### src/rtl/mono_bitmap_reveal.sv
// mono_bitmap_reveal
// ------------------
// 1-bit-per-pixel bitmap renderer for title / end-screen text in the VGA
// object pipeline. Each set bitmap bit is drawn in FG_COLOR, scaled by
// 2^SCALE_SHIFT. A small state machine adds a frame-synchronised
// left-to-right wipe reveal and a blink mode. Edge-hit codes and a done
// flag are reported for screen sequencing.
//
// Ports:
//   clk             in  1   pixel clock
//   resetN          in  1   synchronous, active-low reset
//   offsetX         in  11  X offset from the object's top-left
//   offsetY         in  11  Y offset from the object's top-left
//   InsideRectangle in  1   current pixel is inside the object bracket
//   startOfFrame    in  1   one-cycle pulse per frame
//   start           in  1   one-cycle pulse: sample mode, (re)start effect
//   mode            in  2   0 static, 1 wipe, 2 blink, 3 wipe then blink
//   drawingRequest  out 1   pixel is to be drawn (registered)
//   RGBout          out 12  pixel colour (registered)
//   HitEdgeCode     out 4   {Left, Top, Right, Bottom} (registered)
//   done            out 1   whole bitmap eligible for display (registered)

module mono_bitmap_reveal #(
  parameter int                          WIDTH         = 64,
  parameter int                          HEIGHT        = 32,
  parameter int                          SCALE_SHIFT   = 0,
  parameter logic [WIDTH*HEIGHT-1:0]     BITMAP        = '0,
  parameter logic [11:0]                 FG_COLOR      = 12'hFFF,
  parameter logic [11:0]                 TRANSPARENT   = 12'h000,
  parameter int                          REVEAL_FRAMES = 2,
  parameter int                          BLINK_FRAMES  = 32
) (
  input  logic        clk,
  input  logic        resetN,
  input  logic [10:0] offsetX,
  input  logic [10:0] offsetY,
  input  logic        InsideRectangle,
  input  logic        startOfFrame,
  input  logic        start,
  input  logic [1:0]  mode,
  output logic        drawingRequest,
  output logic [11:0] RGBout,
  output logic [3:0]  HitEdgeCode,
  output logic        done
);

  localparam int XB   = $clog2(WIDTH);
  localparam int YB   = $clog2(HEIGHT);
  localparam int MAXF = (REVEAL_FRAMES > BLINK_FRAMES) ? REVEAL_FRAMES : BLINK_FRAMES;
  localparam int CW   = (MAXF > 1) ? $clog2(MAXF) : 1;

  localparam logic [CW-1:0] REVEAL_LAST = CW'(REVEAL_FRAMES - 1);
  localparam logic [CW-1:0] BLINK_LAST  = CW'(BLINK_FRAMES - 1);
  localparam logic [XB:0]   COL_LAST    = (XB+1)'(WIDTH - 1);

  typedef enum logic [1:0] {
    ST_IDLE   = 2'd0,
    ST_REVEAL = 2'd1,
    ST_SHOWN  = 2'd2,
    ST_BLINK  = 2'd3
  } state_t;

  // Effect state
  state_t        state_q, state_d;
  logic [1:0]    mode_q, mode_d;
  logic [XB:0]   reveal_col_q, reveal_col_d;
  logic [CW-1:0] frame_cnt_q, frame_cnt_d;
  logic          blink_on_q, blink_on_d;
  logic          done_q, done_d;

  // Pixel output registers
  logic [11:0]   rgb_q, rgb_d;
  logic          draw_q, draw_d;
  logic [3:0]    hit_q, hit_d;

  // ---------------------------------------------------------------------
  // Pixel path
  // ---------------------------------------------------------------------
  logic [10:0]      sx, sy;
  logic             in_map;
  logic [XB-1:0]    col;
  logic [YB-1:0]    row;
  logic [XB+YB-1:0] bit_idx;
  logic             pix_bit;
  logic             visible;
  logic             lit;

  assign sx     = offsetX >> SCALE_SHIFT;
  assign sy     = offsetY >> SCALE_SHIFT;
  assign in_map = InsideRectangle && (sx < 11'(WIDTH)) && (sy < 11'(HEIGHT));
  assign col    = sx[XB-1:0];
  assign row    = sy[YB-1:0];

  // Row 0 / column 0 live at the MSB. Because WIDTH*HEIGHT is a power of
  // two, (WIDTH*HEIGHT-1) - {row,col} is simply the bitwise complement.
  assign bit_idx = {row, col};
  assign pix_bit = BITMAP[~bit_idx];

  always_comb begin
    visible = 1'b0;
    case (state_q)
      ST_REVEAL: visible = ({1'b0, col} < reveal_col_q);
      ST_SHOWN:  visible = 1'b1;
      ST_BLINK:  visible = blink_on_q;
      default:   visible = 1'b0;
    endcase
  end

  assign lit = in_map && pix_bit && visible;

  always_comb begin
    rgb_d  = lit ? FG_COLOR : TRANSPARENT;
    draw_d = (rgb_d != TRANSPARENT);
    hit_d  = 4'b0000;
    if (in_map) begin
      // Top two bits of the source coordinate give the quarter region 0..3.
      hit_d[3] = (col[XB-1 -: 2] == 2'd0);
      hit_d[2] = (row[YB-1 -: 2] == 2'd0);
      hit_d[1] = (col[XB-1 -: 2] == 2'd3);
      hit_d[0] = (row[YB-1 -: 2] == 2'd3);
    end
  end

  // ---------------------------------------------------------------------
  // Effect state machine
  // ---------------------------------------------------------------------
  always_comb begin
    state_d      = state_q;
    mode_d       = mode_q;
    reveal_col_d = reveal_col_q;
    frame_cnt_d  = frame_cnt_q;
    blink_on_d   = blink_on_q;

    if (start) begin
      // start wins over a coincident frame pulse; that pulse is dropped.
      mode_d       = mode;
      frame_cnt_d  = '0;
      reveal_col_d = '0;
      blink_on_d   = 1'b1;
      case (mode)
        2'd0:    state_d = ST_SHOWN;
        2'd2:    state_d = ST_BLINK;
        default: state_d = ST_REVEAL;
      endcase
    end else if (startOfFrame) begin
      case (state_q)
        ST_REVEAL: begin
          if (frame_cnt_q == REVEAL_LAST) begin
            frame_cnt_d  = '0;
            reveal_col_d = reveal_col_q + (XB+1)'(1);
            // Last column just revealed: leave the wipe on this same edge.
            if (reveal_col_q == COL_LAST) begin
              if (mode_q == 2'd3) begin
                state_d    = ST_BLINK;
                blink_on_d = 1'b1;
              end else begin
                state_d = ST_SHOWN;
              end
            end
          end else begin
            frame_cnt_d = frame_cnt_q + CW'(1);
          end
        end
        ST_BLINK: begin
          if (frame_cnt_q == BLINK_LAST) begin
            frame_cnt_d = '0;
            blink_on_d  = ~blink_on_q;
          end else begin
            frame_cnt_d = frame_cnt_q + CW'(1);
          end
        end
        default: ;
      endcase
    end

    done_d = (state_d == ST_SHOWN) || (state_d == ST_BLINK);
  end

  always_ff @(posedge clk) begin
    if (!resetN) begin
      state_q      <= ST_IDLE;
      mode_q       <= 2'd0;
      reveal_col_q <= '0;
      frame_cnt_q  <= '0;
      blink_on_q   <= 1'b0;
      done_q       <= 1'b0;
      rgb_q        <= TRANSPARENT;
      draw_q       <= 1'b0;
      hit_q        <= 4'b0000;
    end else begin
      state_q      <= state_d;
      mode_q       <= mode_d;
      reveal_col_q <= reveal_col_d;
      frame_cnt_q  <= frame_cnt_d;
      blink_on_q   <= blink_on_d;
      done_q       <= done_d;
      rgb_q        <= rgb_d;
      draw_q       <= draw_d;
      hit_q        <= hit_d;
    end
  end

  assign RGBout         = rgb_q;
  assign drawingRequest = draw_q;
  assign HitEdgeCode    = hit_q;
  assign done           = done_q;

endmodule

### config.mk
export PLATFORM = sky130hd
export DESIGN_NAME = mono_bitmap_reveal
export DESIGN_NICKNAME = d
export VERILOG_FILES = /design/src/rtl/mono_bitmap_reveal.sv
export SDC_FILE = /design/constraint.sdc
export NUM_CORES = 1
export LEC_CHECK = 0
export CAP_MARGIN = 20
export CORE_ASPECT_RATIO = 0.8
export CORE_MARGIN = 2
export CORE_UTILIZATION = 41
export DETAILED_ROUTE_END_ITERATION = 7
export GPL_TIMING_DRIVEN = 0
export HOLD_SLACK_MARGIN = 0.06
export PLACE_DENSITY_LB_ADDON = 0.25
export SYNTH_ARGS = -nofsm -noshare
export SYNTH_HDL_FRONTEND = slang
export SYNTH_SLANG_ARGS = --single-unit
### constraint.sdc
create_clock -name clk -period 2.8 [get_ports clk]
set_input_delay 0.28 -clock clk [delete_from_list [all_inputs] [get_ports clk]]
set_output_delay 0.28 -clock clk [all_outputs]
set_load 0.02 [all_outputs]
# Yosys cells after proc, flatten, opt, wreduce, memory -nomap -nowiden
# Memory sizes are Yosys's and may differ from the RTL's.
# Cells that the tools add are included.
classes:
  add_sub_neg: 2
  order_cmp: 4
  n_eq_ne: 16
  muxes: 20
  n_bitwise: 3
  n_reduce_logical: 17
ops:
  columns: ["operator", "n"]
  rows:
  - ["$eq 2x2->1 const B", 8]
  - ["$lt 11x12->1 const B", 1]
  - ["$mux 12", 1]
  - ["$ne 3x3->1 const B", 4]
  - ["$reduce_bool 12->1", 1]
  - ["$lt 11x6->1 const B", 1]
  - ["$lt 11x7->1 const B", 1]
  - ["$not 11->11", 1]
  - ["$mux 2", 5]
  - ["$mux 5", 2]
  - ["$pmux 5 s2", 1]
  - ["$mux 1", 8]
  - ["$add 7x1->7 const B", 1]
  - ["$eq 7x6->1 const B", 1]
  - ["$lt 6x7->1", 1]
  - ["$logic_not 2->1", 3]
  - ["$reduce_and 6->1", 1]
  - ["$add 5x1->5 const B", 1]
  - ["$eq 5x1->1 const B", 1]
  - ["$eq 5x5->1 const B", 1]
  - ["$logic_and 1x1->1", 4]
  - ["$pmux 2 s2", 1]
  - ["$reduce_and 2->1", 2]
  - ["$reduce_bool 2->1", 2]
  - ["other kinds (8)", 9]
word_totals:
  regBits: 35
  mem_bits_ro: 2048
  input_bits: 29
  output_inout_bits: 18
  word_cells: 72
  mem_count: 1
mem_list:
  columns: ["name", "depth", "word_bits", "read_ports", "rd_ports_with_merged_regs", "write_ports", "line_no", "rtl"]
  rows:
  - ["(no name shown)", 2048, 1, 1, 0, 0, "97", "assign pix_bit = BITMAP[~bit_idx];"]

# Longest topological paths before layout
# Gate-level depths: netlist (run 1).
depth:
  word_depth: 9
  ltp_mapped: 7
  ltp_nobuf: 7

# Worst setup path after synthesis (run 1)
# Ideal clock, no wire load.
synth_path:
  kind: "register -> register"
  startpoint: "register frame_cnt_q[0]"
  endpoint: "register reveal_col_q[3]"
  setup_time_ps: 71
  t_arrival_ps: 2003
  required_time_ps: 2729
  setup_slack_ps: 726
  stages_incl_launch_ff: 7
  n_path_buf: 1
  period_less_slack_ps: 2074
  cell_sequence: "dfxtp_1 > ha_1 > or4b_1 > buf_2 > or3_4 > or4_1 > a21oi_1"
synth_between:
  elab_chain_len: 2
synth_lines:
  columns: ["element", "line_no", "rtl"]
  rows:
  - ["start, declared", "67", "logic [CW-1:0] frame_cnt_q, frame_cnt_d;"]
  - ["start signal, assigned", "194", "frame_cnt_q <= frame_cnt_d;"]
  - ["$eq 5x1->1", "148", "if (frame_cnt_q == REVEAL_LAST) begin"]
  - ["$reduce_and 3->1 (no source line)", null, null]
  - ["end signal, assigned", "193", "reveal_col_q <= reveal_col_d;"]
  - ["end, declared", "66", "logic [XB:0] reveal_col_q, reveal_col_d;"]
# No other way between the ends.
# A chain may end at the register's enable or synchronous reset.

# Final worst setup path (run 1)
layout_path:
  startpoint: "register frame_cnt_q[0]"
  endpoint: "register reveal_col_q[5]"
# Same word-level chain as after synthesis.

==> results.cfg, run 1 <==
[outcome]
status = finished clean

[synth]
synth-seq-area-share_pct = 38.93
ys_top_cells_by_area = dfxtp_1 39%, buf_4 9.0%, ha_1 4.6%
syn-cell-area_um2 = 1080
ys_types = 37
synth_largest_area_cell = dfxtp_1
synth_seq_cells = 21
yosysTopAreaCellShare_pct = 38.93
synth.avg_cell_area_um2 = 8.638
synth-warning-count = 0
netlist_instances = 125

[clocking]
cts_root_buf = clkbuf_4
cts.clk_slew.worst_paths_ns = 0.11
clock_latency_ns = 0.29
clk_path_buf_depth = 2
cts_tree = yes
cts_hold_buffers = 0
htree_levels = 1
cts_sinks = 21
postCtsSetupBuffers = 0
cts-resized-gates = 0
numCtsBuffers = 3

[sta]
max_freq_mhz = 445.1
maxSlewViolCount = 0
final-setup-viol-count = 0
post-route-period-util_pct = 80.24
hold_viol_final = 0
fin_skew_ns = 0.002297
period_needed_ns = 2.247
whs_ns = 0.3324
rsz0062_at_grt = no
fin_tns_setup_ns = 0

[routing]
routedWlPerCell_um = 10.71
ant_nets = 0
wirelength_um = 2152
drt_iter0_drc = 34
drt-pass1-iter-count = 4
vias = 954
post-route-drc-count = 0
vias_per_cell = 4.746

[pwr]
worst_ir_drop_vdd_mv = 0.2724
cellPowerDensity_nw_per_um2 = 372.7
power_leakage_nw = 0.5334
finalPower_uw = 535.3

[finish]
final_cell_area_um2 = 1436
area_growth_pct = 33.02
post-route-util_pct = 57.86
multi_input_area_um2 = 575.6
drive_above_1_share_pct = 12.12
fin_nets = 199
fillers = 240
layout_common_cells = 24 x clkdlybuf4s50_1, 21 x dfxtp_1, 13 x buf_4, 13 x conb_1
final_common_cell = clkdlybuf4s50_1
seqCellArea_um2 = 420.4
antenna_cells = 0

[critical_path]
timing.rr.start = frame_cnt_q[0]$_SDFFE_PP0P_
path_class = flip-flop to flip-flop
crit_arrival_ns = 2.47
required_ns = 3.03
crit_start = frame_cnt_q[0]$_SDFFE_PP0P_
cp_max_fo = 9
worstSetupEndpointType = flip-flop
start_kind = flip-flop

[placed_design]
dp_hpwl_um = 1739
place_congestion = 0.7967
placed_cell_area_um2 = 1410
io_buffers = 24

[worst_hold_path]
min_path_type = primary input to flip-flop
min_from = resetN

[global_routing]
grt_pass1_vias = 840
grt_pass1_wl_um = 3491
grt_usage_pct = 14.94
grt_max_degree = 12
gr-total-overflow = 0
antenna_found_initial = 0

[floorplanning]
dieArea_um2 = 3063
rows = 16
dieHeight_um = 49.90
ios = 47
die_w_um = 61.38
core-area_um2 = 2482
initial_utilization_pct = 43.50

[run]
cap_violations = 0
## layer usage
layer,GRT usage (%),part of all wire (%),vias to the layer above
li1,-,-,498
met5,0,0,-
met1,19.68,47,419
met3,4.987,7.5,2
met2,24.11,45,35
met4,2.128,0.70,0
## stage by stage
stage / worst slack (ns) / std cells
6_report: 0.5533 / 201
5_1_grt: 0.4442 / 201
4_1_cts: 0.5683 / 201
3_5_place_dp: 0.5984 / 197
3_3_place_gp: 0.6596 / 197
2_1_floorplan: 0.7264 / 137
## sequential cells by signal, indices dropped and copies added (netlist names)
signal	count
HitEdgeCode	4
done	1
frame_cnt_q	5
mode_q	2
reveal_col_q	7
state_q	2
## Yosys cell counts
library cell  count
nor2b_1           3
or4b_2            1
mux2i_1           2
nor3_1            4
a21oi_1           5
nor3b_1           1
nand2_1          11
nand3b_1          1
conb_1            1
dfxtp_1          21
o21ai_0           2
nand2b_1          4
o31ai_1           3
a21boi_0          1
xnor2_1           4
or3_4             1
ha_1              4
and3_1            1
and4_1            1
nor4_1            5
o211ai_1          1
or3_1             1
mux2_2            1
buf_4            13
nand4b_1          1
inv_1             3
or4b_1            1
o22ai_1           1
o311a_1           2
nand4_1           1
buf_2             1
nand3_1           4
o2111ai_1         1
nor2_1           11
or4_1             2
clkbuf_1          4
a22oi_1           1
## power breakdown
part | internal (mW) | switching, mW | total [mW]
Sequential | 0.304 | 0.00536 | 0.309
Combinational | 0.0463 | 0.0388 | 0.0851
Clock | 0.0554 | 0.0857 | 0.141
Total | 0.405 | 0.130 | 0.535
## final timing paths
kind	endpoint	slack (ns)	cells past startpoint
worst max-delay path	reveal_col_q[5]$_SDFFE_PP0P_	0.55	6
worst min-delay path	state_q[1]$_SDFF_PN0_	0.33	2
worst max register to register	reveal_col_q[5]$_SDFFE_PP0P_	0.55	6
worst min register to register	frame_cnt_q[4]$_SDFFE_PP0P_	0.49	2
## cell type report
type | instances | share of cell area [%]
Sequential cell | 21 | 29.27
Clock buffer | 4 | 1.829
Timing Repair Buffer | 24 | 16.72
Inverter | 3 | 0.7840
Buffer | 18 | 8.188
Tap cell | 36 | 3.136
Multi-Input combinational cell | 95 | 40.07
## cells by family (layout without fill, tap and decap cells)
kind of cell	Yosys count	count (layout)	synth area share [%]
fa+ha+maj	4	4	4.635
flops	21	21	38.93
xor+xnor	4	4	3.244
mux	3	3	2.897
compound gates	17	17	10.66
buf+inv	21	49	11.93
simple gates	54	54	27.35
other cells	1	13	0.3473
## worst max-delay path, cell delays in order (launching register included)
cell	delay, ns
dfxtp_1	0.43
ha_1	0.17
or4b_1	0.41
buf_2	0.18
or3_4	0.35
or4_1	0.47
a21oi_1	0.15
(Power assumes the default switching activity.)
==> run 2: changes to the inputs <==
- clock period: 2.8 -> 2.3 ns (I/O delays scaled with it)
==> run 2 against run 1 <==
Clock power grew 22%. Combinational power up 22%. Via count stayed put. Setup slack got worse by 0.43 ns. First-iteration DRC count unchanged. Maximum frequency grew 3.0%. Utilization up 0.050 points. Die area unchanged. Global-route usage unchanged. Critical path type unchanged. Largest power group unchanged.
==> results.cfg, run 2 (same netlist as run 1, synthesis figures left out) <==
[finish]
fin_nets = 199
final_cell_area_um2 = 1438
top_register = reveal_col_q
layout_common_cells = 24 x clkdlybuf4s50_1, 20 x dfxtp_1, 13 x buf_4, 13 x conb_1
largest_reg_flops = 7
area_growth_pct = 33.14
final_common_cell = clkdlybuf4s50_1
drive_above_1_share_pct = 12.73
antenna_cells = 0

[placed_design]
io_buffers = 24
place_congestion = 0.7967
dp_hpwl_um = 1739
placed_cell_area_um2 = 1410

[critical_path]
reg2reg_depth = 6
cp_max_fo = 9
slowest_stage = or4_1
start_kind = flip-flop
crit_arrival_ns = 2.41
timing.rr.start = frame_cnt_q[0]$_SDFFE_PP0P_
path_class = flip-flop to flip-flop
path_cells = ha_1 > or4b_1 > buf_2 > or3_4 > or4_1 > a21oi_1
endpoint = reveal_col_q[5]$_SDFFE_PP0P_
required_ns = 2.53
worstSetupEndpointType = flip-flop
critical_path.top_delay_family = simple AND/OR/NAND/NOR gates
critPathMaxStageDelay_ns = 0.47
crit_buf_inv = 1
cp_num_cells = 6
timing.rr.end = reveal_col_q[5]$_SDFFE_PP0P_
reg2reg_setup_slack_ns = 0.12
crit_start = frame_cnt_q[0]$_SDFFE_PP0P_

[clocking]
cts_tree = yes
clk_path_buf_depth = 2
numCtsBuffers = 3
cts_root_buf = clkbuf_4
htree_levels = 1
cts-resized-gates = 0
postCtsSetupBuffers = 0
clock_latency_ns = 0.29
cts.clk_slew.worst_paths_ns = 0.11
cts_hold_buffers = 0
cts_sinks = 21

[global_routing]
antenna_found_initial = 0
grt_pass1_wl_um = 3491
grt_pass1_vias = 840
grt_max_degree = 12
gr-total-overflow = 0
grt_usage_pct = 14.94

[sta]
period_needed_ns = 2.181
final-setup-viol-count = 0
maxSlewViolCount = 0
hold_viol_final = 0
post-route-period-util_pct = 94.84
max_freq_mhz = 458.4
fin_tns_setup_ns = 0
rsz0062_at_grt = no
fin_skew_ns = 0.002297

[routing]
routedWlPerCell_um = 10.71
vias_per_cell = 4.746
wirelength_um = 2152
drt_iter0_drc = 34
post-route-drc-count = 0
drt-pass1-iter-count = 4
ant_nets = 0
vias = 954

[pwr]
power_leakage_nw = 0.5339
worst_ir_drop_vdd_mv = 0.3316
cellPowerDensity_nw_per_um2 = 453.4

[floorplanning]
die_w_um = 61.38
dieHeight_um = 49.90
ios = 47
dieArea_um2 = 3063
core-area_um2 = 2482
rows = 16
initial_utilization_pct = 43.50

[outcome]
status = finished clean

[worst_hold_path]
min_path_type = primary input to flip-flop

[run]
cap_violations = 0
==> run 2: area by class of cell <==
type                    instances  area [um^2]
plain buffers                  18        117.6
clock buffers                   4        26.28
fillers                       239         1045
inverters                       3        11.26
multi-input cells              95        575.6
flip-flops and latches         21        421.7
well taps                      36        45.04
repair buffers                 24        240.2
==> run 2: how the worst min path moves through the flow <==
stage | startpoint | endpoint | slack [ns] | cells past startpoint
after floorplan | offsetY[3] | HitEdgeCode[2]$_SDFF_PN0_ | 0.31 | 1
after CTS | resetN | state_q[1]$_SDFF_PN0_ | 0.27 | 2
final | resetN | state_q[1]$_SDFF_PN0_ | 0.28 | 2
after global placement | reveal_col_q[5]$_SDFFE_PP0P_ | reveal_col_q[5]$_SDFFE_PP0P_ | 0.46 | 2
after global routing | resetN | state_q[1]$_SDFF_PN0_ | 0.27 | 2
after detailed placement | frame_cnt_q[4]$_SDFFE_PP0P_ | frame_cnt_q[4]$_SDFFE_PP0P_ | 0.47 | 2
==> run 2: where the power goes <==
part	switching [mW]	internal, mW	total [mW]
sequential	0.00652	0.370	0.376
clock	0.104	0.0674	0.172
combinational	0.0473	0.0563	0.104
total	0.158	0.494	0.652
==> run 2: per-layer routing <==
metal	part of all wire [%]	global-route usage [%]	wire length (um)
met5	0	0	0
met4	0.70	2.128	15
met3	7.5	4.987	162
met2	45	24.11	969
met1	47	19.68	1004
==> run 2: stage by stage <==
stage          setup WS, ns  util, %  hold WS, ns  total power [mW]  std cells
2_1_floorplan        0.2264        -       0.3068            0.4435        137
3_3_place_gp         0.1596    56.80       0.4625            0.4850        197
3_5_place_dp        0.09844    56.80       0.4689            0.4871        197
4_1_cts             0.06828    57.86       0.2699            0.6593        201
5_1_grt            0.001036    57.91       0.2687            0.6870        201
6_report             0.1186    57.91       0.2824            0.6518        201
